## src/rtl/alu_issue_ctrl_pkg.sv

```systemverilog
`default_nettype none
// ============================================================================
//  Module   : alu_issue_ctrl_pkg
//  Brief    : Shared constants, ALU opcode encoding and controller states
//             for the ALU issue/writeback controller.
//  Revision : 1.0 - initial release
// ============================================================================
package alu_issue_ctrl_pkg;

    localparam int c_WIDTH = 4;
    localparam int c_NREGS = 4;

    // ALU opcode encoding, shared with the combinational alu
    localparam logic [2:0] c_OP_ADD = 3'b000;
    localparam logic [2:0] c_OP_SUB = 3'b001;
    localparam logic [2:0] c_OP_AND = 3'b010;
    localparam logic [2:0] c_OP_OR  = 3'b011;
    localparam logic [2:0] c_OP_XOR = 3'b100;
    localparam logic [2:0] c_OP_SLL = 3'b101;
    localparam logic [2:0] c_OP_SRL = 3'b110;
    localparam logic [2:0] c_OP_NOR = 3'b111;

    typedef enum logic [1:0] {
        ST_IDLE = 2'd0,
        ST_EXEC = 2'd1,
        ST_WB   = 2'd2
    } state_t;

endpackage
`default_nettype wire

```

## src/rtl/alu_issue_ctrl_if.sv

```systemverilog
`default_nettype none
// ============================================================================
//  Module   : alu_issue_ctrl_if
//  Brief    : Bundle of the instruction handshake, direct-load port, alu
//             drive/return, flag, done and debug-read signals.
//             slave  = the controller, master = the upstream/alu side.
//  Revision : 1.0 - initial release
// ============================================================================
interface alu_issue_ctrl_if #(
    parameter int WIDTH = 4,
    parameter int AW    = 2
);
    logic             instr_valid;
    logic             instr_ready;
    logic [2:0]       instr_op;
    logic [AW-1:0]    instr_rd;
    logic [AW-1:0]    instr_rs1;
    logic [AW-1:0]    instr_rs2;
    logic             ld_en;
    logic [AW-1:0]    ld_addr;
    logic [WIDTH-1:0] ld_data;
    logic [WIDTH-1:0] alu_a;
    logic [WIDTH-1:0] alu_b;
    logic [2:0]       alu_op;
    logic [WIDTH-1:0] alu_result;
    logic             alu_zero;
    logic             alu_carry;
    logic             flag_zero;
    logic             flag_carry;
    logic             done;
    logic [AW-1:0]    dbg_addr;
    logic [WIDTH-1:0] dbg_data;

    modport slave (
        input  instr_valid, instr_op, instr_rd, instr_rs1, instr_rs2,
        input  ld_en, ld_addr, ld_data,
        input  alu_result, alu_zero, alu_carry,
        input  dbg_addr,
        output instr_ready, alu_a, alu_b, alu_op,
        output flag_zero, flag_carry, done, dbg_data
    );

    modport master (
        output instr_valid, instr_op, instr_rd, instr_rs1, instr_rs2,
        output ld_en, ld_addr, ld_data,
        output alu_result, alu_zero, alu_carry,
        output dbg_addr,
        input  instr_ready, alu_a, alu_b, alu_op,
        input  flag_zero, flag_carry, done, dbg_data
    );
endinterface
`default_nettype wire

```

## src/rtl/alu_issue_ctrl_regfile.sv

```systemverilog
`default_nettype none
// ============================================================================
//  Module   : alu_issue_ctrl_regfile
//  Brief    : NREGS x WIDTH register file, two combinational issue read
//             ports plus a debug read port, writeback and direct-load write
//             ports. Writeback wins over load on the same address.
//  Revision : 1.0 - initial release
// ============================================================================
module alu_issue_ctrl_regfile
    import alu_issue_ctrl_pkg::*;
#(
    parameter int WIDTH = c_WIDTH,
    parameter int NREGS = c_NREGS,
    parameter int AW    = $clog2(NREGS)
) (
    input  wire logic             clk,
    input  wire logic             rst,
    input  wire logic [AW-1:0]    i_rd_addr_a,
    input  wire logic [AW-1:0]    i_rd_addr_b,
    output logic      [WIDTH-1:0] o_rd_data_a,
    output logic      [WIDTH-1:0] o_rd_data_b,
    input  wire logic [AW-1:0]    i_dbg_addr,
    output logic      [WIDTH-1:0] o_dbg_data,
    input  wire logic             i_wb_en,
    input  wire logic [AW-1:0]    i_wb_addr,
    input  wire logic [WIDTH-1:0] i_wb_data,
    input  wire logic             i_ld_en,
    input  wire logic [AW-1:0]    i_ld_addr,
    input  wire logic [WIDTH-1:0] i_ld_data
);

    logic [WIDTH-1:0] r_mem [NREGS];

    // Storage update: writeback checked first so it overrides a same-address load
    always_ff @(posedge clk) begin
        if (rst) begin
            for (int i = 0; i < NREGS; i++) begin
                r_mem[i] <= '0;
            end
        end else begin
            for (int i = 0; i < NREGS; i++) begin
                if (i_wb_en && (i_wb_addr == AW'(i))) begin
                    r_mem[i] <= i_wb_data;
                end else if (i_ld_en && (i_ld_addr == AW'(i))) begin
                    r_mem[i] <= i_ld_data;
                end
            end
        end
    end

    assign o_rd_data_a = r_mem[i_rd_addr_a];
    assign o_rd_data_b = r_mem[i_rd_addr_b];
    assign o_dbg_data  = r_mem[i_dbg_addr];

endmodule
`default_nettype wire

```

## src/rtl/alu_issue_ctrl.sv

```systemverilog
`default_nettype none
// ============================================================================
//  Module   : alu_issue_ctrl
//  Brief    : Issue/writeback controller for the combinational alu.
//             IDLE accepts an instruction and latches operands, EXEC lets
//             the alu settle and captures its outputs, WB writes the result
//             back, updates the sticky flags and pulses done.
//  Revision : 1.0 - initial release
// ============================================================================
module alu_issue_ctrl
    import alu_issue_ctrl_pkg::*;
#(
    parameter int WIDTH = c_WIDTH,
    parameter int NREGS = c_NREGS
) (
    input wire logic        clk,
    input wire logic        rst,
    alu_issue_ctrl_if.slave bus
);

    localparam int AW = $clog2(NREGS);

    state_t           r_state;
    logic [AW-1:0]    r_rd;
    logic [WIDTH-1:0] r_result;
    logic             r_zero;
    logic             r_carry;
    logic [WIDTH-1:0] r_alu_a;
    logic [WIDTH-1:0] r_alu_b;
    logic [2:0]       r_alu_op;
    logic             r_flag_zero;
    logic             r_flag_carry;
    logic             r_done;

    logic [WIDTH-1:0] w_rs1_data;
    logic [WIDTH-1:0] w_rs2_data;
    logic             w_wb_en;

    assign w_wb_en = (r_state == ST_WB);

    alu_issue_ctrl_regfile #(
        .WIDTH (WIDTH),
        .NREGS (NREGS),
        .AW    (AW)
    ) u_regfile (
        .clk         (clk),
        .rst         (rst),
        .i_rd_addr_a (bus.instr_rs1),
        .i_rd_addr_b (bus.instr_rs2),
        .o_rd_data_a (w_rs1_data),
        .o_rd_data_b (w_rs2_data),
        .i_dbg_addr  (bus.dbg_addr),
        .o_dbg_data  (bus.dbg_data),
        .i_wb_en     (w_wb_en),
        .i_wb_addr   (r_rd),
        .i_wb_data   (r_result),
        .i_ld_en     (bus.ld_en),
        .i_ld_addr   (bus.ld_addr),
        .i_ld_data   (bus.ld_data)
    );

    // Issue FSM with operand, result and flag latches; reset abandons any op in flight
    always_ff @(posedge clk) begin
        if (rst) begin
            r_state      <= ST_IDLE;
            r_rd         <= '0;
            r_result     <= '0;
            r_zero       <= 1'b0;
            r_carry      <= 1'b0;
            r_alu_a      <= '0;
            r_alu_b      <= '0;
            r_alu_op     <= '0;
            r_flag_zero  <= 1'b0;
            r_flag_carry <= 1'b0;
            r_done       <= 1'b0;
        end else begin
            r_done <= 1'b0;
            case (r_state)
                ST_IDLE: begin
                    if (bus.instr_valid) begin
                        r_alu_a  <= w_rs1_data;
                        r_alu_b  <= w_rs2_data;
                        r_alu_op <= bus.instr_op;
                        r_rd     <= bus.instr_rd;
                        r_state  <= ST_EXEC;
                    end
                end
                ST_EXEC: begin
                    r_result <= bus.alu_result;
                    r_zero   <= bus.alu_zero;
                    r_carry  <= bus.alu_carry;
                    r_done   <= 1'b1;
                    r_state  <= ST_WB;
                end
                ST_WB: begin
                    r_flag_zero  <= r_zero;
                    r_flag_carry <= r_carry;
                    r_state      <= ST_IDLE;
                end
                default: begin
                    r_state <= ST_IDLE;
                end
            endcase
        end
    end

    assign bus.instr_ready = (r_state == ST_IDLE) && !rst;
    assign bus.alu_a       = r_alu_a;
    assign bus.alu_b       = r_alu_b;
    assign bus.alu_op      = r_alu_op;
    assign bus.flag_zero   = r_flag_zero;
    assign bus.flag_carry  = r_flag_carry;
    assign bus.done        = r_done;

endmodule
`default_nettype wire

```

## src/flat_wrapper.sv

```systemverilog
// flat-port wrapper written by rule: the top's interface ports become plain ports
module alu_issue_ctrl_flat import alu_issue_ctrl_pkg::*;
#(
    parameter int WIDTH = c_WIDTH,
    parameter int NREGS = c_NREGS
)
  (clk, rst, bus_instr_valid, bus_instr_op, bus_instr_rd, bus_instr_rs1, bus_instr_rs2, bus_ld_en, bus_ld_addr, bus_ld_data, bus_alu_result, bus_alu_zero, bus_alu_carry, bus_dbg_addr, bus_instr_ready, bus_alu_a, bus_alu_b, bus_alu_op, bus_flag_zero, bus_flag_carry, bus_done, bus_dbg_data);
  alu_issue_ctrl_if #(.WIDTH(WIDTH), .AW(2)) bus_i ();
  input wire logic clk;
  input wire logic rst;
  input wire logic [$bits(bus_i.instr_valid)-1:0] bus_instr_valid;
  input wire logic [$bits(bus_i.instr_op)-1:0] bus_instr_op;
  input wire logic [$bits(bus_i.instr_rd)-1:0] bus_instr_rd;
  input wire logic [$bits(bus_i.instr_rs1)-1:0] bus_instr_rs1;
  input wire logic [$bits(bus_i.instr_rs2)-1:0] bus_instr_rs2;
  input wire logic [$bits(bus_i.ld_en)-1:0] bus_ld_en;
  input wire logic [$bits(bus_i.ld_addr)-1:0] bus_ld_addr;
  input wire logic [$bits(bus_i.ld_data)-1:0] bus_ld_data;
  input wire logic [$bits(bus_i.alu_result)-1:0] bus_alu_result;
  input wire logic [$bits(bus_i.alu_zero)-1:0] bus_alu_zero;
  input wire logic [$bits(bus_i.alu_carry)-1:0] bus_alu_carry;
  input wire logic [$bits(bus_i.dbg_addr)-1:0] bus_dbg_addr;
  output wire logic [$bits(bus_i.instr_ready)-1:0] bus_instr_ready;
  output wire logic [$bits(bus_i.alu_a)-1:0] bus_alu_a;
  output wire logic [$bits(bus_i.alu_b)-1:0] bus_alu_b;
  output wire logic [$bits(bus_i.alu_op)-1:0] bus_alu_op;
  output wire logic [$bits(bus_i.flag_zero)-1:0] bus_flag_zero;
  output wire logic [$bits(bus_i.flag_carry)-1:0] bus_flag_carry;
  output wire logic [$bits(bus_i.done)-1:0] bus_done;
  output wire logic [$bits(bus_i.dbg_data)-1:0] bus_dbg_data;
  assign bus_i.instr_valid = bus_instr_valid;
  assign bus_i.instr_op = bus_instr_op;
  assign bus_i.instr_rd = bus_instr_rd;
  assign bus_i.instr_rs1 = bus_instr_rs1;
  assign bus_i.instr_rs2 = bus_instr_rs2;
  assign bus_i.ld_en = bus_ld_en;
  assign bus_i.ld_addr = bus_ld_addr;
  assign bus_i.ld_data = bus_ld_data;
  assign bus_i.alu_result = bus_alu_result;
  assign bus_i.alu_zero = bus_alu_zero;
  assign bus_i.alu_carry = bus_alu_carry;
  assign bus_i.dbg_addr = bus_dbg_addr;
  assign bus_instr_ready = bus_i.instr_ready;
  assign bus_alu_a = bus_i.alu_a;
  assign bus_alu_b = bus_i.alu_b;
  assign bus_alu_op = bus_i.alu_op;
  assign bus_flag_zero = bus_i.flag_zero;
  assign bus_flag_carry = bus_i.flag_carry;
  assign bus_done = bus_i.done;
  assign bus_dbg_data = bus_i.dbg_data;
  alu_issue_ctrl #(.WIDTH(WIDTH), .NREGS(NREGS)) u_core (.clk(clk), .rst(rst), .bus(bus_i));
endmodule
```

## config.mk

```make
export PLATFORM = sky130hd
export DESIGN_NAME = alu_issue_ctrl_flat
export DESIGN_NICKNAME = d
export VERILOG_FILES = /design/src/rtl/alu_issue_ctrl_pkg.sv /design/src/rtl/alu_issue_ctrl_if.sv /design/src/rtl/alu_issue_ctrl_regfile.sv /design/src/rtl/alu_issue_ctrl.sv /design/src/flat_wrapper.sv
export SDC_FILE = /design/constraint.sdc
export NUM_CORES = 1
export LEC_CHECK = 0
export BUFFER_PORTS_ARGS = -buffer_cell sky130_fd_sc_hd__buf_2
export CAP_MARGIN = 20
export CORE_ASPECT_RATIO = 2
export CORE_MARGIN = 3
export CORE_UTILIZATION = 57
export DETAILED_ROUTE_END_ITERATION = 16
export PLACE_DENSITY = 0.84
export SYNTH_ARGS = -nofsm -noshare
export SYNTH_HDL_FRONTEND = slang
export SYNTH_SLANG_ARGS = --single-unit
```

## constraint.sdc

```tcl
create_clock -name clk -period 4.7 [get_ports clk]
set_clock_uncertainty 0.15 [all_clocks]
set_input_delay 0.47 -clock clk [delete_from_list [all_inputs] [get_ports clk]]
set_output_delay 0.47 -clock clk [all_outputs]
set_load 0.005 [all_outputs]
```

# == After elaboration in Yosys (flattened, before gate mapping) ==
# Memory sizes are Yosys's and may differ from the RTL's. A register that Yosys moved wholly into a read port is not among the register bits.
# Cells that the tools add are included.
# op_classes
n_eq_ne,9
mux,41
bitwise,8
reduce_logical,14
# op_table
cell,n
two-way mux 4 bit,8
two-way mux 1 bit,31
equality test 2 bit (second input constant),5
logical AND 1 bit,9
bitwise OR 1 bit,8
equality test 2 x 1 -> 1 bit (second input constant),3
zero test 2 bit,3
case mux 2 bit (2 select lines),1
two-way mux 2 bit,1
!= test 2 bit (second input constant),1
AND reduction 2 bit,1
zero test 1 bit,1
# word_totals
reg_bits,16
ramBits,16
out_inout_bits,19
wordCells,82
n_memories,1
# memory_table
memory,depth,word_bits,rd,rd_ports_with_merged_regs,write_ports,line_no,text
u_core.u_regfile.r_mem,4,4,3,2,4,alu_issue_ctrl_regfile.sv:32,logic [WIDTH-1:0] r_mem [NREGS];

# == Depth between registers and ports, before layout ==
# depth
ltp_word,7
mapped_depth,6
depth_no_buf,3

# == By module ==
# Synthesis repeated with hierarchy kept, for this count alone.
# hier_totals
hier_cells,162
hier_area_um2,1968.1
# by_module_without_submodules
module,instances,cells_per_inst,area_per_inst_um2,seq_area_each_um2
alu_issue_ctrl_regfile,1,69,1119.8,480.5
alu_issue_ctrl,1,93,848.3,480.5

# == Worst setup path after synthesis ==
# Ideal clock, no wire load.
# synth_timing
path_kind,input to output
from,in rst
to,out bus_instr_ready
arrival_time_ns,0.973
path_slack_ns,3.107
stages,3
path_cell_list,buf_2 > clkbuf_1 > nor3_1
# synth_via
elab_chain_cells,2
# synth_rtl
element,line_no,text
start: declaration,flat_wrapper.sv:10,input wire logic rst;
zero test 1 bit,alu_issue_ctrl.sv:107,assign bus.instr_ready = (r_state == ST_IDLE) && !rst;
logical AND 1 bit,alu_issue_ctrl.sv:107,
end: declaration,flat_wrapper.sv:23,output wire logic [$bits(bus_i.instr_ready)-1:0] bus_instr_ready;
# Every way passes these cells.

==> reports/qor.yml <==
outcome: "finished clean"
arrival_ns: 1.36
drtAntennaViolNets: 0
post-route-period-util_pct: 42.1
overflow: 0
clock_power_share_pct: 30.8
syn_area_per_cell_sq_um: 11.3
cts_setup_buffers: 0
synth_xor_area_share_pct: 0
top_layer_used: "met4"
syn_area_sq_um: 2040
synth-simple-area-share_pct: 21.5
path_max_fanout: 3
portBuffers: 45
maxCapViolCount: 0
final_layout_size_suffix_gt1_share_pct: 30.8
pin_count: 46
wire_per_inst_um: 16.6
syn_inst: 180
grt_max_degree: 45
first_pass_iters: 4
ys_ff_latch: 40
synthDistinctLibCells: 31
synth.net_count: 207
worst-r2r-setup-slack_ns: 2.88
setup_viol_count_final: 0
wl_met2_mm: 2.53
netSwitchingFraction_pct: 24.8
rows: 30
synthTopCellsByArea: "dfxtp_1 (24%), edfxtp_1 (24%), mux4_2 (13%)"
diodes: 0
clk_latency_ns: 0.29
grt_pass1_wl_mm: 7.18
power.internal_uw: 529
grt_antenna_before_repair: 0
htreeDepth: 2
first_iter_violations: 76
coreArea_sq_um: 3420
power_uw: 704
grt_pass1_vias: 1590
rsz0062_at_grt: "no"
cts-resized-gates: 0
endpoint_kind: "primary output"
path_clk_slew_ns: 0.08
synthAdderAreaFrac_pct: 0
yosysSeqAreaShare_pct: 47.2
die_area_sq_um: 4370
final_nets: 247
wirelength_mm: 4.47
remaining_drc_errors: 0
dr_wl_met3_um: 223
viasPerCell: 5.96
dpl.hpwl_mm: 3.25
synth-compound-area-share_pct: 8.73
maxSlewViolCount: 0
critPathKind: "register to primary output"
cts_num_sinks: 40
die_height_um: 90.5
hold_path.class: "primary input to register"
vias: 1604
area_growth_pct: 14.9
place_congestion: 0.954
netlist.area_leader.share_pct: 23.6
p_per_area_nw_per_um2: 301
seqPwrFrac_pct: 55.9
track_usage_pct: 23.0
start_kind: "register"
synth_top_cell_by_area: "dfxtp_1"
ir_drop_uv: 241
tightest_slew_ns: 0.780
cts_buffer_depth: 2
max_clock_freq_ghz: 0.506
hold_viol_final: 0
synth_top_family_by_area: "simple AND/OR/NAND/NOR gates"
die_x_um: 48.3
worstPathRequired_ns: 4.08
p_sw_uw: 175
clock-root-buffer: "clkbuf_8"
muxShareOfSynthArea_pct: 19.2
fillers: 272
slew_headroom_pct: 47.9
cts_hold_buffers: 0
start_util_pct: 59.6
finalCriticalPeriod_ns: 1.98
cts_buffers: 5
synth_warnings: 0
wl_met1_mm: 1.50
cts_tree: "done"
p_comb_share_pct: 13.3
p_leak_nw: 0.972
final.setup.tns_ns: 0
logic make-up (layout without fill, tap and decap cells):
logic type	count (synthesis)	after routing
mux	24	24
simple gates	74	74
buf+inv	14	55
compound gates	28	28
flops	40	40
cell usage in the layout, fill, tap and decap left out, types with 6 or more instances in the layout:
cell and n:
mux2i_1 12, a22o_1 8, buf_2 45, a21oi_1 13
nor2_1 13, nor2b_1 7, edfxtp_1 16, mux4_2 12
nand2_1 28, nand2b_1 6, dfxtp_1 24
critical path: stages, from the launching register on:
cell      delay (ns)
edfxtp_1        0.46
mux4_2          0.48
buf_2           0.14
area by class of cell:
cell class              count  area (sq um)  share of cell area [%]
multi-input cells         126          1000                    42.9
flip-flops and latches     40           961                    41.1
repair buffers             45           225                    9.63
clock buffers               7          76.3                    3.26
well taps                  48          60.1                    2.57
inverters                   2          7.51                   0.321
clock inverters             1          5.00                   0.214
cells in the mapped netlist:
library cell	instances
nand2_1	28
or3_1	1
and4b_1	5
nand3_1	4
a31oi_1	2
nor2b_2	1
nor4b_4	1
nand2b_1	6
clkbuf_1	3
and4bb_4	1
nand4bb_1	1
nor4_4	1
a21oi_1	13
dfxtp_1	24
mux4_2	12
nor2_1	13
buf_2	7
a22o_1	8
edfxtp_1	16
clkbuf_2	1
nor3b_2	1
nor2b_1	7
mux2i_1	12
o21ai_0	4
nor4b_1	1
buf_6	1
or3b_1	1
nand4b_1	1
nor3_1	1
inv_1	2
a311o_1	1
worst paths after layout:
kind                    endpoint  cells past startpoint                         start
min reg2reg  u_core.bus.alu_a[0]                      2           u_core.bus.alu_a[0]
min               u_core.r_carry                      3                 bus_alu_carry
max              bus_dbg_data[2]                      2  u_core.u_regfile.r_mem[0][2]
max reg2reg   u_core.r_result[0]                      3             u_core.r_state[0]
metal layers:
metal  vias to the layer above  track usage (%)
li1                        750                -
met1                       760             23.5
met2                        75             38.6
met3                        19             4.59
met4                         0             13.7
met5                         -                0
flip-flops by register name (all words and copies together), names as in the netlist:
register / cells
u_core.bus.alu_a: 4
u_core.bus.alu_b: 4
u_core.bus.alu_op: 3
u_core.bus.done: 1
u_core.bus.flag_carry: 1
u_core.bus.flag_zero: 1
u_core.r_carry: 1
u_core.r_rd: 2
u_core.r_result: 4
u_core.r_state: 2
u_core.r_zero: 1
u_core.u_regfile.r_mem: 16
stage by stage:
| stage | setup WS, ns | hold WS (ns) | std cells | cell area [sq um] | util, % |
|---|---|---|---|---|---|
| floorplan | 3.11 | 0.303 | 180 | 2040 | - |
| global placement | 2.73 | 0.290 | 261 | 2260 | 66.1 |
| detailed placement | 2.70 | 0.294 | 261 | 2260 | 66.1 |
| CTS | 2.72 | 0.263 | 269 | 2340 | 68.5 |
| global route | 2.68 | 0.263 | 269 | 2340 | 68.5 |
| finish | 2.72 | 0.265 | 269 | 2340 | 68.5 |
power groups by stage:
stage / Sequential (mW) / Clock [mW] / Combinational, mW
3_5_place_dp: 0.401 / 0 / 0.0927
2_1_floorplan: 0.396 / 0 / 0.0615
6_report: 0.394 / 0.217 / 0.0934
5_1_grt: 0.396 / 0.236 / 0.103
3_3_place_gp: 0.399 / 0 / 0.0914
4_1_cts: 0.393 / 0.220 / 0.0935
(Power assumes the default switching activity.)
